**src/rtl/itype_pkg.sv**
```systemverilog
// Shared opcodes, instruction field positions and fetch FSM encoding for the
// I-type fetch/issue front end.
package itype_pkg;

  localparam logic [5:0] OP_RTYPE = 6'h00;
  localparam logic [5:0] OP_J     = 6'h02;
  localparam logic [5:0] OP_JAL   = 6'h03;
  localparam logic [5:0] OP_ADDI  = 6'h08;
  localparam logic [5:0] OP_HALT  = 6'h3F;

  localparam int OPC_MSB = 31;
  localparam int OPC_LSB = 26;

  typedef enum logic [1:0] {
    ST_IDLE   = 2'd0,
    ST_FETCH  = 2'd1,
    ST_STALL  = 2'd2,
    ST_HALTED = 2'd3
  } fetch_state_e;

  function automatic logic [5:0] opcode_of(input logic [31:0] word);
    return word[OPC_MSB:OPC_LSB];
  endfunction

  // Opcodes that never reach the I-type execute unit when filtering is built in.
  function automatic logic is_filtered_op(input logic [5:0] op);
    return (op == OP_RTYPE) || (op == OP_J) || (op == OP_JAL);
  endfunction

endpackage

```
**src/rtl/itype_fetch_issue_fifo.sv**
```systemverilog
// Prefetch FIFO: DEPTH entries of {instruction, pc}, synchronous flush,
// power-of-2 pointers that wrap naturally, occupancy count output.
module itype_fifo #(
  parameter int DEPTH = 4,
  parameter int W     = 64,
  localparam int PTR_W = $clog2(DEPTH)
) (
  input  logic           clock,
  input  logic           reset,
  input  logic           i_flush,
  input  logic           i_wr_en,
  input  logic [W-1:0]   i_wr_data,
  input  logic           i_rd_en,
  output logic [W-1:0]   o_rd_data,
  output logic [PTR_W:0] o_count,
  output logic           o_empty
);

  logic [W-1:0]     r_mem [DEPTH];
  logic [PTR_W-1:0] r_wptr;
  logic [PTR_W-1:0] r_rptr;
  logic [PTR_W:0]   r_count;

  always_ff @(posedge clock or posedge reset) begin
    if (reset) begin
      r_wptr  <= '0;
      r_rptr  <= '0;
      r_count <= '0;
      for (int i = 0; i < DEPTH; i++) r_mem[i] <= '0;
    end else if (i_flush) begin
      r_wptr  <= '0;
      r_rptr  <= '0;
      r_count <= '0;
    end else begin
      if (i_wr_en) begin
        r_mem[r_wptr] <= i_wr_data;
        r_wptr        <= r_wptr + PTR_W'(1);
      end
      if (i_rd_en) r_rptr <= r_rptr + PTR_W'(1);
      r_count <= r_count + (PTR_W+1)'(i_wr_en) - (PTR_W+1)'(i_rd_en);
    end
  end

  assign o_rd_data = r_mem[r_rptr];
  assign o_count   = r_count;
  assign o_empty   = (r_count == '0);

endmodule

```
**src/rtl/itype_fetch_issue.sv**
```systemverilog
// I-type fetch/issue front end: PC walker, 1-cycle imem interface, prefetch FIFO,
// branch redirect and HALT stop. Optional ITYPE_FILTER_EN drops R/J/JAL words.
module itype_fetch_issue
  import itype_pkg::*;
#(
  parameter int                ADDR_W   = 32,
  parameter int                DEPTH    = 4,
  parameter logic [ADDR_W-1:0] RESET_PC = '0
) (
  input  logic              clock,
  input  logic              reset,
  output logic              imem_req,
  output logic [ADDR_W-1:0] imem_addr,
  input  logic [31:0]       imem_rdata,
  output logic              instr_valid,
  input  logic              instr_ready,
  output logic [31:0]       instr_data,
  output logic [ADDR_W-1:0] instr_pc,
  input  logic              branch_taken,
  input  logic [ADDR_W-1:0] branch_target,
  output logic              halted,
  output logic [1:0]        o_dbg_state
`ifdef ITYPE_FILTER_EN
  ,
  output logic [7:0]        drop_count
`endif
);

  localparam int CNT_W = $clog2(DEPTH) + 1;
  localparam int ENT_W = 32 + ADDR_W;

  fetch_state_e      r_state;
  logic [ADDR_W-1:0] r_pc;
  logic [ADDR_W-1:0] r_infl_pc;
  logic              r_infl;
  logic              r_halted;

  logic [CNT_W-1:0]  w_count;
  logic              w_empty;
  logic [ENT_W-1:0]  w_head;
  logic              w_room;
  logic              w_ret_halt;
  logic              w_req;
  logic              w_drop;
  logic              w_enq;
  logic              w_deq;
  logic [ADDR_W-1:0] w_target;

  // Slots are reserved at request time: a request goes out only if the word it
  // returns is guaranteed a FIFO entry, so enqueue never sees a full FIFO.
  assign w_room     = ({1'b0, w_count} + (CNT_W+1)'(r_infl)) < (CNT_W+1)'(DEPTH);
  assign w_ret_halt = r_infl && (opcode_of(imem_rdata) == OP_HALT);
  assign w_req      = (r_state == ST_FETCH) && w_room && !w_ret_halt;
  assign w_target   = branch_target & ~ADDR_W'(3);

`ifdef ITYPE_FILTER_EN
  assign w_drop = r_infl && is_filtered_op(opcode_of(imem_rdata));
`else
  assign w_drop = 1'b0;
`endif

  // Handshake: instr_valid is the registered FIFO-not-empty flag and never looks
  // at instr_ready; a word transfers on valid & ready, and data/pc hold while
  // valid & !ready because the head entry only moves on a transfer or a flush.
  assign w_enq = r_infl && !branch_taken && !w_drop;
  assign w_deq = instr_valid && instr_ready;

  itype_fifo #(.DEPTH(DEPTH), .W(ENT_W)) u_fifo (
    .clock     (clock),
    .reset     (reset),
    .i_flush   (branch_taken),
    .i_wr_en   (w_enq),
    .i_wr_data ({imem_rdata, r_infl_pc}),
    .i_rd_en   (w_deq),
    .o_rd_data (w_head),
    .o_count   (w_count),
    .o_empty   (w_empty)
  );

  always_ff @(posedge clock or posedge reset) begin
    if (reset) begin
      r_state   <= ST_IDLE;
      r_pc      <= RESET_PC;
      r_infl_pc <= '0;
      r_infl    <= 1'b0;
      r_halted  <= 1'b0;
    end else if (branch_taken) begin
      // Redirect squashes both the returning word and any request made this cycle.
      r_state  <= ST_FETCH;
      r_pc     <= w_target;
      r_infl   <= 1'b0;
      r_halted <= 1'b0;
    end else begin
      r_infl <= w_req;
      if (w_req) begin
        r_infl_pc <= r_pc;
        r_pc      <= r_pc + ADDR_W'(4);
      end
      if (w_ret_halt) begin
        r_state  <= ST_HALTED;
        r_halted <= 1'b1;
      end else begin
        case (r_state)
          ST_IDLE:   r_state <= ST_FETCH;
          ST_FETCH:  if (!w_room) r_state <= ST_STALL;
          ST_STALL:  if (w_room) r_state <= ST_FETCH;
          default:   r_state <= ST_HALTED;
        endcase
      end
    end
  end

`ifdef ITYPE_FILTER_EN
  logic [7:0] r_drop_count;

  always_ff @(posedge clock or posedge reset) begin
    if (reset) begin
      r_drop_count <= 8'h00;
    end else if (w_drop && !branch_taken && (r_drop_count != 8'hFF)) begin
      r_drop_count <= r_drop_count + 8'h01;
    end
  end

  assign drop_count = r_drop_count;
`endif

  assign imem_req    = w_req;
  assign imem_addr   = r_pc;
  assign instr_valid = !w_empty;
  assign instr_data  = w_head[ENT_W-1:ADDR_W];
  assign instr_pc    = w_head[ADDR_W-1:0];
  assign halted      = r_halted;
  assign o_dbg_state = r_state;

endmodule

```
**config.mk**
```make
export PLATFORM = sky130hd
export DESIGN_NAME = itype_fetch_issue
export DESIGN_NICKNAME = d
export VERILOG_FILES = /design/src/rtl/itype_pkg.sv /design/src/rtl/itype_fetch_issue_fifo.sv /design/src/rtl/itype_fetch_issue.sv
export SDC_FILE = /design/constraint.sdc
export NUM_CORES = 1
export LEC_CHECK = 0
export ABC_AREA = 0
export CORE_UTILIZATION = 48
export DETAILED_ROUTE_END_ITERATION = 12
export HOLD_SLACK_MARGIN = 0.03
export PLACE_DENSITY = 0.7
export SYNTH_ARGS = -nofsm -noshare
export SYNTH_HDL_FRONTEND = slang
export SYNTH_SLANG_ARGS = --single-unit
```
**constraint.sdc**
```tcl
create_clock -name clock -period 19.3 [get_ports clock]
set_input_delay 1.93 -clock clock [delete_from_list [all_inputs] [get_ports clock]]
set_output_delay 1.93 -clock clock [all_outputs]
set_load 0.1 [all_outputs]
```
==> impl_metrics.tcl <==
set metrics [dict create \
    grt_pass1_wl_mm 48.9 \
    synth_edf_count 0 \
    wl_met2_mm 14.2 \
    clockBufferDepth 3 \
    start_kind "input port" \
    remaining_drc_errors 0 \
    dp_hpwl_mm 17.9 \
    clock.fmax_mhz 154 \
    skew_ns 0.0114 \
    hp-class "flip-flop to flip-flop" \
    relSlewSlack_pct 24.4 \
    drive_above_1_share_pct 37.9 \
    coreArea_mm2 0.0288 \
    grt_max_degree 113 \
    place_congestion 0.761 \
    drtIter0Drc 349 \
    root_buffer "clkbuf_16" \
    die-area_mm2 0.0301 \
    required_ns 17.37 \
    grt_pass1_vias 8572 \
    final_cells 1485 \
    r2r_start "u_fifo.o_count[1]" \
    num_rows 62 \
    area_delta_synth_final_pct 21.7 \
    hold_end "u_fifo.r_mem[100]" \
    drt_wl_total_mm 30.3 \
    fp.dieH_um 173 \
    cts_made_buffers 35 \
    synth_area_mm2 0.0141 \
    cts_tree "done" \
    register_area_mm2 0.00799 \
    cts_resized 0 \
    die_w_um 173 \
    final_common_cell "dfrtp_1" \
    worstMarginPinSlew_ns 1.13 \
    syn-instance-count 932 \
    antenna_found_initial 0 \
    final.setup.worst_slack_ns 12.80 \
    cp_max_fo 5 \
    path_clk_slew_ns 0.06 \
    hold_violations 0 \
    place_ws_ns 12.79 \
    avgViaCountPerCell 5.57 \
    drtPass1Iterations 4 \
    track_usage_pct 20.7 \
    fin_crit_ns 6.50 \
    overflow 0 \
    met1_length_mm 14.0 \
    routedWlPerCell_um 20.4 \
    finalCritPeriodShare_pct 33.7 \
    cap_viol_max_count 0 \
    ys_ff_latch 319 \
    r2r-end "r_infl_pc[29]" \
    vias 8266 \
    cts_max_level 2 \
    antenna_cells 0 \
    start_util_pct 49.0 \
    post_cts_buffers 0 \
    clk_latency_ns 0.50 \
    yosysSeqAreaShare_pct 56.6 \
    min_from "u_fifo.r_mem[100]" \
    met3_length_mm 1.73 \
    hold_depth 1 \
    path_class "input port to output port" \
    top_layer "met4" \
    r2r_cells 7 \
    holdBufCountCts 0 \
    ios 169 \
    async_reset_ff_share_pct 100 \
    fillers 2269 \
    rrSetupSlack_ns 16.29 \
    ys.flop_type "dfrtp_1" \
    timing.setup.tns_ns 0 \
    port_buffers 162 \
    placed_cells 1427 \
    grt_setup_unrepaired "no" \
    multi_input_area_mm2 0.00586 \
    ys_types 40 \
    maxSlewViolCount 0 \
    ys_warn_count 0 \
    drt.antenna.violating_nets 0 \
    status "complete, no violations" \
    final_cell_mix "dfrtp_1, mux2_2, clkdlybuf4s50_1" \
    finalSetupViolCount 0 \
    crit_arrival_ns 4.57 \
    worstSetupEndpointType "output port" \
    nets 1157 \
    numClockSinks 319 \
    avgSynthCellArea_um2 15.1 \
]
[through the flow]
stage	util, %	hold slack (ns)	area, µm²
global placement	55.8	0.482	16100
detailed placement	55.8	0.487	16100
finish	59.7	0.500	17200
floorplan	-	0.474	14100
global route	59.7	0.505	17200
CTS	59.7	0.500	17200
[cell type report]
cell class / instances / share of cell area [%]
flip-flops and latches: 319 / 46.5
multi-input cells: 541 / 34.1
repair buffers: 170 / 9.77
clock buffers: 50 / 5.90
well taps: 384 / 2.80
clock inverters: 8 / 0.561
inverters: 13 / 0.328
[registers in the layout, indices dropped and copies added, names as in the netlist]
register        count
o_dbg_state         2
r_infl              1
imem_addr          30
u_fifo.r_mem      248
u_fifo.r_rptr       2
u_fifo.o_count      3
halted              1
r_infl_pc          30
u_fifo.r_wptr       2
[how the worst max path moves through the flow]
stage          endpoint            from
2_1_floorplan    halted           reset
3_3_place_gp   imem_req  imem_rdata[26]
3_5_place_dp   imem_req  imem_rdata[26]
4_1_cts        imem_req  imem_rdata[26]
5_1_grt        imem_req  imem_rdata[26]
6_report       imem_req  imem_rdata[26]
[synth_stat cells (5+ instances only)]
cell type | number | area [µm²]
buf_2 | 7 | 35.0
buf_4 | 5 | 37.5
clkbuf_1 | 42 | 158
buf_1 | 8 | 30.0
nand2_1 | 38 | 143
inv_1 | 13 | 48.8
mux4_2 | 62 | 1400
nor2_1 | 15 | 56.3
dfrtp_1 | 319 | 7980
nor3_1 | 10 | 50.1
xnor2_1 | 23 | 201
mux2_2 | 281 | 3160
nor4_1 | 12 | 75.1
nand3_1 | 9 | 45.0
or3_1 | 5 | 31.3
nand4_1 | 6 | 37.5
ha_1 | 8 | 100
o21ai_0 | 23 | 115
[critical path: stages]
cell and delay [ns]:
clkdlybuf4s50_1 0.51, nand3_1 0.28, nor2_1 0.17, nor4b_4 0.41
clkdlybuf4s50_1 1.26
[logic make-up (layout without fill, tap and decap cells)]
| logic type | count (synthesis) | count (layout) | synth area share (%) |
|---|---|---|---|
| adder cells (fa/ha/maj) | 10 | 10 | 0.923 |
| other | 1 | 4 | 0.0266 |
| AND/OR/NAND/NOR | 118 | 118 | 4.51 |
| flip-flops | 319 | 319 | 56.6 |
| XOR/XNOR | 27 | 27 | 1.68 |
| buffers and inverters | 75 | 241 | 2.19 |
| AO/OA/AOI/OAI | 35 | 35 | 1.44 |
| multiplexers | 347 | 347 | 32.6 |
[metal layers]
metal	GRT usage, %	up-vias
met5	0	-
met4	4.20	0
li1	-	3699
met2	32.4	188
met1	30.0	4343
met3	4.47	36
Power is not shown: default switching activity piles up to over one toggle a cycle in this logic, so the estimate is an artifact.
